<file path="config.mk">
export PLATFORM = sky130hd
export DESIGN_NAME = burst_wr_ctrl_flat
export DESIGN_NICKNAME = d
export VERILOG_FILES = /design/src/rtl/burst_wr_ctrl_pkg.sv /design/src/rtl/burst_wr_ctrl_if.sv /design/src/rtl/burst_addr_gen.sv /design/src/rtl/burst_wr_ctrl.sv /design/src/flat_wrapper.sv
export SDC_FILE = /design/constraint.sdc
export NUM_CORES = 1
export LEC_CHECK = 0
export ABC_AREA = 1
export ABC_CLOCK_PERIOD_IN_PS = 1680
export BUFFER_PORTS_ARGS = -buffer_cell sky130_fd_sc_hd__buf_4
export CORE_MARGIN = 2
export CORE_UTILIZATION = 53
export CTS_BUF_LIST = sky130_fd_sc_hd__clkbuf_4 sky130_fd_sc_hd__clkbuf_8
export DETAILED_ROUTE_END_ITERATION = 8
export PLACE_DENSITY_LB_ADDON = 0.08
export SYNTH_ARGS = -nofsm -noshare
export SYNTH_HDL_FRONTEND = slang
export SYNTH_SLANG_ARGS = --single-unit
export TNS_END_PERCENT = 1
</file>
<file path="constraint.sdc">
create_clock -name clk -period 1.68 [get_ports clk]
set_input_delay 0.084 -clock clk [delete_from_list [all_inputs] [get_ports clk]]
set_output_delay 0.084 -clock clk [all_outputs]
set_load 0.03 [all_outputs]
</file>
<file path="src/rtl/burst_wr_ctrl_pkg.sv">
// Shared types and defaults for the MarginSampling512 burst write sequencer.
package burst_wr_ctrl_pkg;

   typedef enum logic [1:0] {
      IDLE  = 2'd0,
      WRITE = 2'd1,
      DONE  = 2'd2
   } state_e;

   localparam int DEF_DEPTH  = 512;
   localparam int DEF_DATA_W = 16;
   localparam int DEF_INCR   = 1;

   // Beats needed to fill one buffer at the given stride.
   function automatic int nbeats(input int depth, input int incr);
      return depth / incr;
   endfunction

endpackage

</file>
<file path="src/rtl/burst_wr_ctrl_if.sv">
// Score stream in and RAM write port out of the burst write sequencer.
interface burst_wr_ctrl_if
   import burst_wr_ctrl_pkg::*;
#(
   parameter int DEPTH  = DEF_DEPTH,
   parameter int DATA_W = DEF_DATA_W
);
   localparam int ADDR_W = $clog2(DEPTH);

   logic              s_valid;
   logic [DATA_W-1:0] s_data;
   logic              s_ready;
   logic              wr_en;
   logic [ADDR_W-1:0] wr_addr;
   logic [DATA_W-1:0] wr_data;

   // Upstream producer / RAM observer side.
   modport master (
      output s_valid, s_data,
      input  s_ready, wr_en, wr_addr, wr_data
   );

   // Sequencer side.
   modport slave (
      input  s_valid, s_data,
      output s_ready, wr_en, wr_addr, wr_data
   );

endinterface

</file>
<file path="src/rtl/burst_addr_gen.sv">
// Strided write-address counter with sync clear and last-beat flag.
module burst_addr_gen #(
   parameter  int DEPTH  = 512,
   parameter  int INCR   = 1,
   localparam int ADDR_W = $clog2(DEPTH)
) (
   input  logic              clk,
   input  logic              rst_n,
   input  logic              clr,
   input  logic              en,
   output logic [ADDR_W-1:0] addr,
   output logic              tc
);
   localparam logic [ADDR_W-1:0] STRIDE = ADDR_W'(INCR);
   localparam logic [ADDR_W-1:0] LAST   = ADDR_W'(DEPTH - INCR);

   logic [ADDR_W-1:0] addr_r;

   // Address register; wraps naturally at DEPTH.
   always_ff @(posedge clk) begin
      if (!rst_n) begin
         addr_r <= '0;
      end else if (clr) begin
         addr_r <= '0;
      end else if (en) begin
         addr_r <= addr_r + STRIDE;
      end else begin
         addr_r <= addr_r;
      end
   end

   assign addr = addr_r;
   assign tc   = (addr_r == LAST);

endmodule

</file>
<file path="src/rtl/burst_wr_ctrl.sv">
// Burst write sequencer: fills one DEPTH-entry buffer from a valid/ready stream.
// Optional stall counter port enabled by BURST_WR_STALL_CNT_EN.
module burst_wr_ctrl
   import burst_wr_ctrl_pkg::*;
#(
   parameter  int DEPTH  = DEF_DEPTH,
   parameter  int DATA_W = DEF_DATA_W,
   parameter  int INCR   = DEF_INCR,
   localparam int ADDR_W = $clog2(DEPTH)
) (
   input  logic            clk,
   input  logic            rst_n,
   input  logic            start,
   input  logic            abort,
   burst_wr_ctrl_if.slave  bus,
   output logic            busy,
   output logic            done,
   output logic [ADDR_W:0] wr_cnt
`ifdef BURST_WR_STALL_CNT_EN
   ,
   output logic [15:0]     stall_cnt
`endif
);
   localparam int              NBEATS  = nbeats(DEPTH, INCR);
   localparam int              CNT_W   = ADDR_W + 1;
   localparam logic [CNT_W-1:0] CNT_MAX = CNT_W'(NBEATS);

   state_e            state_r, state_s;
   logic              ready_s, accept_s, arm_s, step_s, tc_s;
   logic [ADDR_W-1:0] addr_s;
   logic              wr_en_r, busy_r, done_r;
   logic [ADDR_W-1:0] wr_addr_r;
   logic [DATA_W-1:0] wr_data_r;
   logic [CNT_W-1:0]  cnt_r;

   assign ready_s  = (state_r == WRITE);
   assign accept_s = bus.s_valid & ready_s;

   burst_addr_gen #(
      .DEPTH (DEPTH),
      .INCR  (INCR)
   ) u_addr_gen (
      .clk   (clk),
      .rst_n (rst_n),
      .clr   (arm_s),
      .en    (step_s),
      .addr  (addr_s),
      .tc    (tc_s)
   );

   // Next-state decode; abort outranks a same-cycle accept.
   always_comb begin
      state_s = state_r;
      arm_s   = 1'b0;
      step_s  = 1'b0;
      case (state_r)
         IDLE: begin
            if (start) begin
               state_s = WRITE;
               arm_s   = 1'b1;
            end else begin
               state_s = IDLE;
            end
         end
         WRITE: begin
            if (abort) begin
               state_s = IDLE;
            end else if (accept_s) begin
               step_s  = 1'b1;
               state_s = tc_s ? DONE : WRITE;
            end else begin
               state_s = WRITE;
            end
         end
         DONE:    state_s = IDLE;
         default: state_s = IDLE;
      endcase
   end

   // State and registered outputs; one-cycle write latency from accept.
   always_ff @(posedge clk) begin
      if (!rst_n) begin
         state_r   <= IDLE;
         wr_en_r   <= 1'b0;
         wr_addr_r <= '0;
         wr_data_r <= '0;
         busy_r    <= 1'b0;
         done_r    <= 1'b0;
         cnt_r     <= '0;
      end else begin
         state_r <= state_s;
         wr_en_r <= step_s;
         busy_r  <= (state_s == WRITE);
         done_r  <= (state_s == DONE);
         if (step_s) begin
            wr_addr_r <= addr_s;
            wr_data_r <= bus.s_data;
         end else begin
            wr_addr_r <= wr_addr_r;
            wr_data_r <= wr_data_r;
         end
         if (arm_s) begin
            cnt_r <= '0;
         end else if (step_s && (cnt_r != CNT_MAX)) begin
            cnt_r <= cnt_r + CNT_W'(1);
         end else begin
            cnt_r <= cnt_r;
         end
      end
   end

   assign bus.s_ready = ready_s;
   assign bus.wr_en   = wr_en_r;
   assign bus.wr_addr = wr_addr_r;
   assign bus.wr_data = wr_data_r;
   assign busy        = busy_r;
   assign done        = done_r;
   assign wr_cnt      = cnt_r;

`ifdef BURST_WR_STALL_CNT_EN
   logic [15:0] stall_r;

   // Idle-input cycles while writing; frozen outside WRITE.
   always_ff @(posedge clk) begin
      if (!rst_n) begin
         stall_r <= 16'h0000;
      end else if (arm_s) begin
         stall_r <= 16'h0000;
      end else if (ready_s && !bus.s_valid && (stall_r != 16'hFFFF)) begin
         stall_r <= stall_r + 16'h0001;
      end else begin
         stall_r <= stall_r;
      end
   end

   assign stall_cnt = stall_r;
`endif

endmodule

</file>
<file path="src/flat_wrapper.sv">
// flat-port wrapper written by rule: the top's interface ports become plain ports
module burst_wr_ctrl_flat import burst_wr_ctrl_pkg::*;
#(
   parameter  int DEPTH  = DEF_DEPTH,
   parameter  int DATA_W = DEF_DATA_W,
   parameter  int INCR   = DEF_INCR,
   localparam int ADDR_W = $clog2(DEPTH)
)
  (clk, rst_n, start, abort, busy, done, wr_cnt, bus_s_valid, bus_s_data, bus_s_ready, bus_wr_en, bus_wr_addr, bus_wr_data);
  burst_wr_ctrl_if #(.DEPTH(DEPTH), .DATA_W(DATA_W)) bus_i ();
  input  logic clk;
  input  logic rst_n;
  input  logic start;
  input  logic abort;
  output logic busy;
  output logic done;
  output logic [ADDR_W:0] wr_cnt;
  input wire logic [$bits(bus_i.s_valid)-1:0] bus_s_valid;
  input wire logic [$bits(bus_i.s_data)-1:0] bus_s_data;
  output wire logic [$bits(bus_i.s_ready)-1:0] bus_s_ready;
  output wire logic [$bits(bus_i.wr_en)-1:0] bus_wr_en;
  output wire logic [$bits(bus_i.wr_addr)-1:0] bus_wr_addr;
  output wire logic [$bits(bus_i.wr_data)-1:0] bus_wr_data;
  assign bus_i.s_valid = bus_s_valid;
  assign bus_i.s_data = bus_s_data;
  assign bus_s_ready = bus_i.s_ready;
  assign bus_wr_en = bus_i.wr_en;
  assign bus_wr_addr = bus_i.wr_addr;
  assign bus_wr_data = bus_i.wr_data;
  burst_wr_ctrl #(.DEPTH(DEPTH), .DATA_W(DATA_W), .INCR(INCR)) u_core (.clk(clk), .rst_n(rst_n), .start(start), .abort(abort), .bus(bus_i), .busy(busy), .done(done), .wr_cnt(wr_cnt));
endmodule
</file>
==> flow_metrics.py, run 1 <==
metrics = {
    "clock_tree": {
        "numCtsBuffers": 5,
        "clockBufferDepth": 2,
        "insertion_delay_ns": 0.31,
        "clkTransAtPathRegs_ns": 0.09,
        "cts-htree-levels": 2,
        "tritoncts": "yes",
        "clock_sinks": 49,
        "cts_root_buf": "clkbuf_8",
    },
    "setup_path": {
        "crit_type": "flop to flop",
        "path_delay_family": "adder cells",
        "critPathMaxFanout": 4,
        "cp.required_ns": 1.89,
        "slowest_delay_ns": 0.37,
        "crit_top_cell": "nor2_1",
        "crit_path_top_delay_cell": "dfxtp_1",
        "crit_buf_inv": 1,
        "arrival_ns": 1.76,
        "start_kind": "flop",
        "crit_chain": "ha_2 > nand3_1 > nor2_1 > inv_1 > nor3_1 > ha_1 > o21ai_1 > nor2_1",
        "endpoint_kind": "flop",
    },
    "floorplan": {
        "die_x_um": 66.5,
        "dieHeight_um": 66.5,
        "coreArea_mm2": 0.00372,
        "placementRows": 22,
        "initial_core_util_pct": 55.7,
        "dieArea_mm2": 0.00442,
        "ios": 60,
    },
    "logic_synthesis": {
        "muxShareOfSynthArea_pct": 0,
        "synth.top_cell.area_share_pct": 47.4,
        "synthTopCellsByArea": "dfxtp_1 47%, nor2_1 11%, nand2_1 8.2%, o21ai_0 7.5%, a21oi_1 4.8%",
        "synth.avg_cell_area_um2": 7.45,
        "yosys.area_share.simple_pct": 27.8,
        "synth_compound_area_share_pct": 12.7,
        "synth_top_family_by_area": "simple AND/OR/NAND/NOR gates",
        "netlist_instances": 278,
        "ys_ff_latch": 49,
        "synthAdderAreaFrac_pct": 2.42,
        "synth_xor_area_share_pct": 2.11,
        "yosysSeqAreaShare_pct": 47.4,
        "synth_cell_type_count": 26,
        "yosysWarnings": 0,
        "yosysTopAreaCell": "dfxtp_1",
        "syn-num-nets": 303,
        "synth_area_mm2": 0.00207,
    },
    "power_and_ir_drop": {
        "pwr-share-seq_pct": 51.9,
        "power_mw": 2.32,
        "cellLeakagePower_nw": 1.17,
        "comb_power_share_pct": 10.2,
        "p_clk_share_pct": 37.9,
        "powerDensity_mw_per_mm2": 865,
        "p_int_mw": 1.77,
        "vdd_drop_max_mv": 0.753,
        "switching_share_pct": 23.7,
        "p_sw_mw": 0.550,
    },
    "global_routing": {
        "grt-ovfl-total": 0,
        "grt_pass1_vias": 1782,
        "antenna_found_initial": 0,
        "grt_pass1_wl_mm": 7.65,
        "grt_usage_pct": 22.5,
        "grt_start_max_net_pins": 27,
    },
    "timing": {
        "final-setup-viol-count": 0,
        "hold_viol_final": 0,
        "drv_slew": 0,
        "rsz0062_at_grt": "no",
        "max_freq_ghz": 0.646,
        "tns_ns": 0,
        "worstMarginPinSlew_ns": 0.247,
        "skew_ns": 0.00763,
        "min_period_over_period_pct": 92.1,
        "final.min_clock_period_ns": 1.55,
        "slew_headroom_pct": 83.5,
    },
    "run_status": {
        "status": "completed",
    },
    "min_path": {
        "hold_path.class": "primary input to flop",
    },
    "routing": {
        "drt_iter0_drc": 130,
        "drt.antenna.violating_nets": 0,
        "firstDrtPassIters": 4,
        "finalWirelength_mm": 4.39,
        "wl_per_cell_um": 11.3,
        "vias": 1917,
        "drc": 0,
        "via_per_inst": 4.93,
    },
    "layout": {
        "areaGrowthSynthToFinish_pct": 29.4,
        "drive_gt1_share_pct": 24.0,
        "nNetsFinal": 365,
        "antennaDiodeCount": 0,
    },
    "placement": {
        "hpwlAfterDp_mm": 3.10,
        "port_buffers": 59,
        "place.gp.congestion": 0.818,
    },
    "run": {
        "cap_violations": 0,
    },
}
metrics by stage:
step	utilization [%]	instances	worst slack (ns)	hold WS, ns	instance area [um2]
after floorplan	-	278	0.210	0.222	2070
after global placement	68.8	381	0.167	0.334	2560
after detailed placement	68.8	381	0.0875	0.343	2560
after CTS	72.0	389	0.0782	0.0201	2680
after global routing	72.1	389	0.000365	0.0227	2680
final	72.1	389	0.133	0.0225	2680
Yosys cell counts (all sizes together):
cell type,instances
a21oi,20
xnor2,1
dfxtp,49
ha,4
a211oi,1
xor2,4
nor2,66
nor3b,3
clkbuf,4
inv,26
nand3,13
clkinv,1
buf,5
nand2,46
nand3b,1
nor3,2
nand4,1
o21ai,31
power by group through the flow:
stage	sequential (mW)	combinational (mW)	clock, mW
6_report	1.20	0.237	0.879
5_1_grt	1.21	0.262	0.938
4_1_cts	1.20	0.239	0.895
3_5_place_dp	1.23	0.238	0
3_3_place_gp	1.23	0.236	0
2_1_floorplan	1.28	0.0901	0
flip-flops by register name (all words and copies together), names as in the netlist:
signal	count
u_core.bus.wr_data	16
u_core.wr_cnt	10
u_core.bus.wr_addr	9
u_core.u_addr_gen.addr	9
u_core.state_r	2
u_core.bus.wr_en	1
u_core.busy	1
u_core.done	1
worst reg2reg max path, cell delays in order, from the launching register on:
cell and delay [ns]:
dfxtp_1 0.37, ha_2 0.22, nand3_1 0.08, nor2_1 0.09, inv_1 0.05, nor3_1 0.19, ha_1 0.27, o21ai_1 0.13
nor2_1 0.05
cells in the final DEF, fill, tap and decap left out, drive strengths merged, types with 6 or more instances in the layout:
cell,n
dfxtp,49
nand2,46
clkbuf,6
inv,26
o21ai,31
buf,64
a21oi,20
nor2,66
nand3,13
final timing paths:
path / slack [ns] / to / cells past startpoint / start
setup / recovery: 0.13 / u_core.u_addr_gen.addr[8] / 8 / u_core.u_addr_gen.addr[1]
hold / removal: 0.02 / u_core.bus.wr_data[0] / 3 / bus_s_data[0]
setup reg to reg: 0.13 / u_core.u_addr_gen.addr[8] / 8 / u_core.u_addr_gen.addr[1]
hold reg to reg: 0.46 / u_core.u_addr_gen.addr[6] / 1 / u_core.u_addr_gen.addr[6]
routing by layer:
layer | global-route usage (%) | wire length, um
met2 | 37.9 | 2070
met4 | 6.89 | 71
met3 | 6.93 | 241
met1 | 27.6 | 2000
met5 | 0 | 0
timing repair:
action / CTS / global route
gates resized for setup: 0 / 3
hold buffers: 0 / 0
endpoints found under the setup margin: 0 / 3
setup buffers: 0 / 0
cell families after synthesis:
kind of cell | Yosys count
XOR/XNOR | 5
adder cells (fa/ha/maj) | 4
AO/OA/AOI/OAI | 52
buffers and inverters | 36
AND/OR/NAND/NOR | 132
flip-flops | 49
area by class of cell:
type,count,area [um2]
tap,48,60.1
multi-input combinational,193,935
fill,331,1040
clock buffer,6,82.6
timing repair buffer,64,480
sequential,49,982
inverter,27,103
clock inverter,2,37.5
No activity file was read; power rests on OpenSTA's default activity.
==> run 2, diff against run 1 <==
--- a/config.mk
+++ b/config.mk
@@ -5,11 +5,10 @@
 export SDC_FILE = /design/constraint.sdc
 export NUM_CORES = 1
 export LEC_CHECK = 0
-export ABC_AREA = 1
 export ABC_CLOCK_PERIOD_IN_PS = 1680
 export BUFFER_PORTS_ARGS = -buffer_cell sky130_fd_sc_hd__buf_4
 export CORE_MARGIN = 2
-export CORE_UTILIZATION = 53
+export CORE_UTILIZATION = 52
 export CTS_BUF_LIST = sky130_fd_sc_hd__clkbuf_4 sky130_fd_sc_hd__clkbuf_8
 export DETAILED_ROUTE_END_ITERATION = 8
 export PLACE_DENSITY_LB_ADDON = 0.08
==> run 2 against run 1 <==
Net effect:
- utilization shrank 1.0 points
- clock power down 0.7%
- sequential share of layout area up 1.0 points
- synthesized area fell by 5.0%
- worst setup slack better by 0.042 ns
- combinational power fell by 34%
- design area fell by 2.8%
- total power fell by 4.7%
- non-clock buffer count is 3 higher
==> flow_metrics.py, run 2 <==
metrics = {
    "logic_synthesis": {
        "synth_cell_type_count": 28,
        "synth_area_mm2": 0.00197,
        "synth.avg_cell_area_um2": 8.67,
        "async_reset_ff_share_pct": 0,
        "synth_compound_area_share_pct": 12.8,
        "yosysMostFrequentCell": "nand2_1",
        "yosysWarnings": 0,
        "synth.top_cell.area_share_pct": 49.8,
        "yosysTopAreaCell": "dfxtp_1",
        "netlist_instances": 227,
        "yosysSeqAreaShare_pct": 49.8,
        "synthTopCellsByCount": "60 x nand2_1, 49 x dfxtp_1, 25 x a21boi_0, 15 x nor2_1, 9 x xor2_1",
        "synthAdderAreaFrac_pct": 2.54,
        "ys_ff_latch": 49,
        "synth_xor_area_share_pct": 5.79,
        "synth_edf_count": 0,
        "synth_top_family_by_area": "simple AND/OR/NAND/NOR gates",
        "syn-num-nets": 252,
        "synth_ff_type": "dfxtp_1",
        "synthTopCellsByArea": "dfxtp_1 50%, nand2_1 11%, a21boi_0 9.5%, xor2_1 4.0%, nor2_1 2.9%",
        "yosys.area_share.simple_pct": 25.4,
        "muxShareOfSynthArea_pct": 0.509,
    },
    "placement": {
        "place_ws_ns": 0.149,
        "hpwlAfterDp_mm": 2.94,
        "place.gp.congestion": 0.805,
        "port_buffers": 59,
        "place_inst": 330,
    },
    "setup_path": {
        "rr_startpoint": "u_core.wr_cnt[0]",
        "endpoint_kind": "flop",
        "cp.required_ns": 1.88,
        "crit_end": "u_core.wr_cnt[1]",
        "critPathMaxFanout": 5,
        "crit_type": "flop to flop",
        "worstRegToRegCells": 6,
        "startpoint": "u_core.wr_cnt[0]",
        "arrival_ns": 1.70,
        "start_kind": "flop",
        "r2r_setup_slack_ns": 0.17,
        "r2r-end": "u_core.wr_cnt[1]",
    },
    "floorplan": {
        "dieHeight_um": 65.5,
        "die_x_um": 65.5,
        "placementRows": 22,
        "ios": 60,
        "initial_core_util_pct": 53.8,
        "coreArea_mm2": 0.00366,
        "dieArea_mm2": 0.00429,
    },
    "timing": {
        "hold_viol_final": 0,
        "rsz0062_at_grt": "no",
        "hold_ws_ns": 0.0307,
        "fin_ws_ns": 0.174,
        "final.min_clock_period_ns": 1.51,
        "worstMarginPinSlew_ns": 0.327,
        "drv_slew": 0,
        "slew_headroom_pct": 78.2,
        "skew_ns": 0.00654,
        "final-setup-viol-count": 0,
        "min_period_over_period_pct": 89.6,
        "tns_ns": 0,
        "max_freq_ghz": 0.664,
    },
    "layout": {
        "nNetsFinal": 314,
        "antennaDiodeCount": 0,
        "instances_no_fill": 338,
        "fillers": 327,
        "largest_reg_flops": 16,
        "areaGrowthSynthToFinish_pct": 32.3,
        "drive_gt1_share_pct": 26.6,
        "final_cell_mix": "67 x buf_4, 60 x nand2_1, 49 x dfxtp_1",
        "layout_commonest_cell": "buf_4",
    },
    "clock_tree": {
        "post-cts-setup-buffers": 0,
        "clkTransAtPathRegs_ns": 0.08,
        "cts-htree-levels": 2,
        "clock_sinks": 49,
        "tritoncts": "yes",
        "cts_root_buf": "clkbuf_8",
        "numCtsBuffers": 5,
        "hold_buffers": 0,
        "clockBufferDepth": 2,
        "insertion_delay_ns": 0.30,
    },
    "power_and_ir_drop": {
        "powerDensity_mw_per_mm2": 849,
        "cellLeakagePower_nw": 1.06,
        "power_mw": 2.21,
        "vdd_drop_max_mv": 0.716,
    },
    "routing": {
        "drt.antenna.violating_nets": 0,
        "drt_iter0_drc": 64,
        "firstDrtPassIters": 4,
        "vias": 1709,
        "via_per_inst": 5.06,
        "wl_per_cell_um": 12.1,
        "finalWirelength_mm": 4.09,
        "drc": 0,
    },
    "run": {
        "cap_violations": 0,
    },
    "global_routing": {
        "grt_usage_pct": 21.2,
        "grt_pass1_vias": 1634,
        "grt_pass1_wl_mm": 6.96,
        "grt-ovfl-total": 0,
        "antenna_found_initial": 0,
        "grt_start_max_net_pins": 31,
    },
    "min_path": {
        "holdPathStages": 3,
        "hold_path.class": "primary input to flop",
    },
    "run_status": {
        "status": "completed",
    },
}
run 2: cell count changes in the layout (fill, tap and decap cells not counted), sizes merged, moves of 5 or more:
cell,delta
nand2,+14
nand3,-7
nor2,-51
a21boi,+25
and3,+5
o21ai,-28
xor2,+5
a21oi,-12
nand4,+5
inv,-24
run 2: stage by stage:
stage	area (um2)	utilization [%]
floorplan	1970	-
global placement	2480	67.7
detailed placement	2480	67.7
CTS	2600	71.0
global route	2600	71.1
finish	2600	71.1
run 2: power by group:
group / switching, mW / total [mW] / leakage (nW) / internal (mW)
combinational: 0.0824 / 0.156 / 0.605 / 0.0733
clock: 0.372 / 0.873 / 0.0619 / 0.501
sequential: 0.00778 / 1.18 / 0.396 / 1.17
total: 0.462 / 2.21 / 1.06 / 1.75
run 2: worst min path at each step:
stage | slack, ns | startpoint | end
2_1_floorplan | 0.23 | bus_s_data[0] | u_core.bus.wr_data[0]
3_3_place_gp | 0.35 | bus_s_data[0] | u_core.bus.wr_data[0]
3_5_place_dp | 0.35 | bus_s_data[5] | u_core.bus.wr_data[5]
4_1_cts | 0.02 | bus_s_data[5] | u_core.bus.wr_data[5]
5_1_grt | 0.03 | bus_s_data[3] | u_core.bus.wr_data[3]
6_report | 0.03 | bus_s_data[5] | u_core.bus.wr_data[5]
run 2: layout make-up:
cell class                 instances  area [um2]  share of cell area (%)
clock buffer                       7        90.1                    3.46
clock inverter                     1        30.0                    1.15
inverter                           2        7.51                   0.288
multi-input combinational        164         932                    35.8
sequential                        49         981                    37.7
tap                               48        60.1                    2.31
timing repair buffer              67         503                    19.3
run 2: kinds of logic after synthesis:
group | after synthesis
AO/OA/AOI/OAI | 37
AND/OR/NAND/NOR | 109
multiplexers | 1
XOR/XNOR | 13
buffers and inverters | 14
flip-flops | 49
adder cells (fa/ha/maj) | 4
run 2: per-layer routing:
metal	wire (um)	part of all wire, %	track usage [%]
met5	0	0	0
met4	78	1.9	9.38
met3	223	5.5	6.34
met2	1940	48	37.1
met1	1840	45	23.8
run 2: repair_timing:
| action | 4_1_cts | 5_1_grt |
|---|---|---|
| gates resized for setup | 0 | 1 |
| setup endpoints to repair | 0 | 2 |
| endpoints found under the hold margin | 0 | 0 |
run 2: worst max-delay path, stage by stage, from the launching register on:
cell and delay (ns):
dfxtp_1 0.41, inv_1 0.06, ha_1 0.19, nor4b_2 0.17
a31oi_1 0.32, mux2i_1 0.22, nor2_1 0.05
==> run 3, diff against run 2 <==
--- a/config.mk
+++ b/config.mk
@@ -11,7 +11,7 @@
 export CORE_UTILIZATION = 52
 export CTS_BUF_LIST = sky130_fd_sc_hd__clkbuf_4 sky130_fd_sc_hd__clkbuf_8
 export DETAILED_ROUTE_END_ITERATION = 8
-export PLACE_DENSITY_LB_ADDON = 0.08
+export PLACE_DENSITY = 0.81
 export SYNTH_ARGS = -nofsm -noshare
 export SYNTH_HDL_FRONTEND = slang
 export SYNTH_SLANG_ARGS = --single-unit
==> run 3 against run 2 <==
Net effect:
- non-clock buffer count unchanged
- total power up 4.1%
- utilization up 0.55 points
- critical endpoint unchanged
- largest cell class unchanged
- largest power group unchanged
- highest routed layer unchanged
==> flow_metrics.py, run 3 (synthesis gave the netlist of run 2 again) <==
metrics = {
    "setup_path": {
        "r2r_setup_slack_ns": 0.18,
        "crit_end": "u_core.wr_cnt[1]",
        "startpoint": "u_core.wr_cnt[0]",
        "cp.required_ns": 1.87,
        "start_kind": "flop",
        "endpoint_kind": "flop",
        "r2r-end": "u_core.wr_cnt[1]",
        "worstRegToRegCells": 6,
        "crit_type": "flop to flop",
        "arrival_ns": 1.69,
        "critPathMaxFanout": 5,
        "rr_startpoint": "u_core.wr_cnt[0]",
    },
    "routing": {
        "drc": 0,
        "wl_met1_mm": 1.82,
        "wl_per_cell_um": 11.9,
        "drt_iter0_drc": 72,
        "finalWirelength_mm": 4.03,
        "vias": 1711,
        "firstDrtPassIters": 4,
        "drt.antenna.violating_nets": 0,
        "via_per_inst": 5.06,
        "wl_met2_mm": 1.94,
        "top_layer_used": "met4",
        "wl_met3_um": 217,
    },
    "floorplan": {
        "ios": 60,
        "coreArea_mm2": 0.00366,
        "dieArea_mm2": 0.00429,
        "initial_core_util_pct": 53.8,
        "placementRows": 22,
        "die_x_um": 65.5,
        "dieHeight_um": 65.5,
    },
    "global_routing": {
        "grt_usage_pct": 20.7,
        "grt_start_max_net_pins": 31,
        "grt-ovfl-total": 0,
        "grt_pass1_wl_mm": 6.96,
        "grt_pass1_vias": 1654,
        "antenna_found_initial": 0,
    },
    "clock_tree": {
        "insertion_delay_ns": 0.29,
        "clock_sinks": 49,
        "clkTransAtPathRegs_ns": 0.09,
        "ctsResizeCount": 0,
        "cts-htree-levels": 2,
        "clockBufferDepth": 2,
        "hold_buffers": 0,
        "post-cts-setup-buffers": 0,
        "tritoncts": "yes",
        "cts_root_buf": "clkbuf_8",
        "numCtsBuffers": 5,
    },
    "layout": {
        "final_cell_mix": "66 x buf_4, 60 x nand2_1, 49 x dfxtp_1",
        "nNetsFinal": 314,
        "areaGrowthSynthToFinish_pct": 33.3,
        "final-seq-area_um2": 981,
        "fillers": 319,
        "layout_commonest_cell": "buf_4",
        "antennaDiodeCount": 0,
        "multi_input_area_um2": 926,
        "largest_reg_flops": 16,
        "drive_gt1_share_pct": 26.2,
    },
    "min_path": {
        "holdPathStages": 3,
        "hp-start": "bus_s_data[5]",
        "hold_path.class": "primary input to flop",
    },
    "placement": {
        "hpwlAfterDp_mm": 2.89,
        "port_buffers": 59,
        "place_ws_ns": 0.184,
        "place.gp.congestion": 0.772,
    },
    "run": {
        "cap_violations": 0,
    },
    "timing": {
        "min_period_over_period_pct": 89.4,
        "final-setup-viol-count": 0,
        "tns_ns": 0,
        "hold_viol_final": 0,
        "max_freq_ghz": 0.666,
        "slew_headroom_pct": 78.5,
        "worstMarginPinSlew_ns": 0.319,
        "skew_ns": 0.00506,
        "rsz0062_at_grt": "no",
        "final.min_clock_period_ns": 1.50,
        "fin_ws_ns": 0.178,
        "drv_slew": 0,
    },
    "run_status": {
        "status": "completed",
    },
    "power_and_ir_drop": {
        "vdd_drop_max_mv": 0.554,
        "cellLeakagePower_nw": 1.07,
        "power_mw": 2.30,
        "powerDensity_mw_per_mm2": 877,
    },
}
-- run 3: cell count changes in the layout (fill, tap and decap cells not counted), sizes merged --
cell,previous run,this run
bufinv,1,2
clkinv,0,1
clkbuf,7,5
-- run 3: per-stage QoR --
stage	std cells	hold WS (ns)	utilization, %	cell area, um2
after CTS	338	0.0352	71.7	2620
after detailed placement	330	0.354	68.0	2490
final	338	0.0404	71.7	2620
after floorplan	227	0.229	-	1970
after global routing	338	0.0341	71.7	2620
after global placement	330	0.348	68.0	2490
-- run 3: per-layer routing --
metal,vias to the layer above,track usage (%)
li1,877,-
met1,779,23.4
met2,49,36.2
met3,6,6.34
met4,0,8.07
met5,-,0
-- run 3: worst min-delay path by stage --
stage | end | slack (ns)
finish | u_core.bus.wr_data[5] | 0.04
global route | u_core.bus.wr_data[10] | 0.03
CTS | u_core.bus.wr_data[10] | 0.04
detailed placement | u_core.bus.wr_data[10] | 0.35
global placement | u_core.bus.wr_data[10] | 0.35
floorplan | u_core.bus.wr_data[0] | 0.23
-- run 3: report_power, final --
group | total (mW) | leakage, nW | internal (mW) | switching (mW)
combinational | 0.158 | 0.607 | 0.0740 | 0.0839
sequential | 1.18 | 0.396 | 1.17 | 0.00773
clock | 0.962 | 0.0681 | 0.591 | 0.371
total | 2.30 | 1.07 | 1.84 | 0.463
-- run 3: final cells by class --
class / instances / share of cell area [%]
clock buffer: 5 / 2.62
timing repair buffer: 67 / 19.6
multi-input combinational: 164 / 35.3
clock inverter: 3 / 2.48
tap: 48 / 2.29
inverter: 2 / 0.286
sequential: 49 / 37.4
-- run 3: critical path: stages, from the launching register on --
cell     delay [ns]
dfxtp_1        0.41
inv_1          0.07
ha_1           0.19
nor4b_1        0.14
a31oi_1        0.30
mux2i_1        0.23
nor2_1         0.05
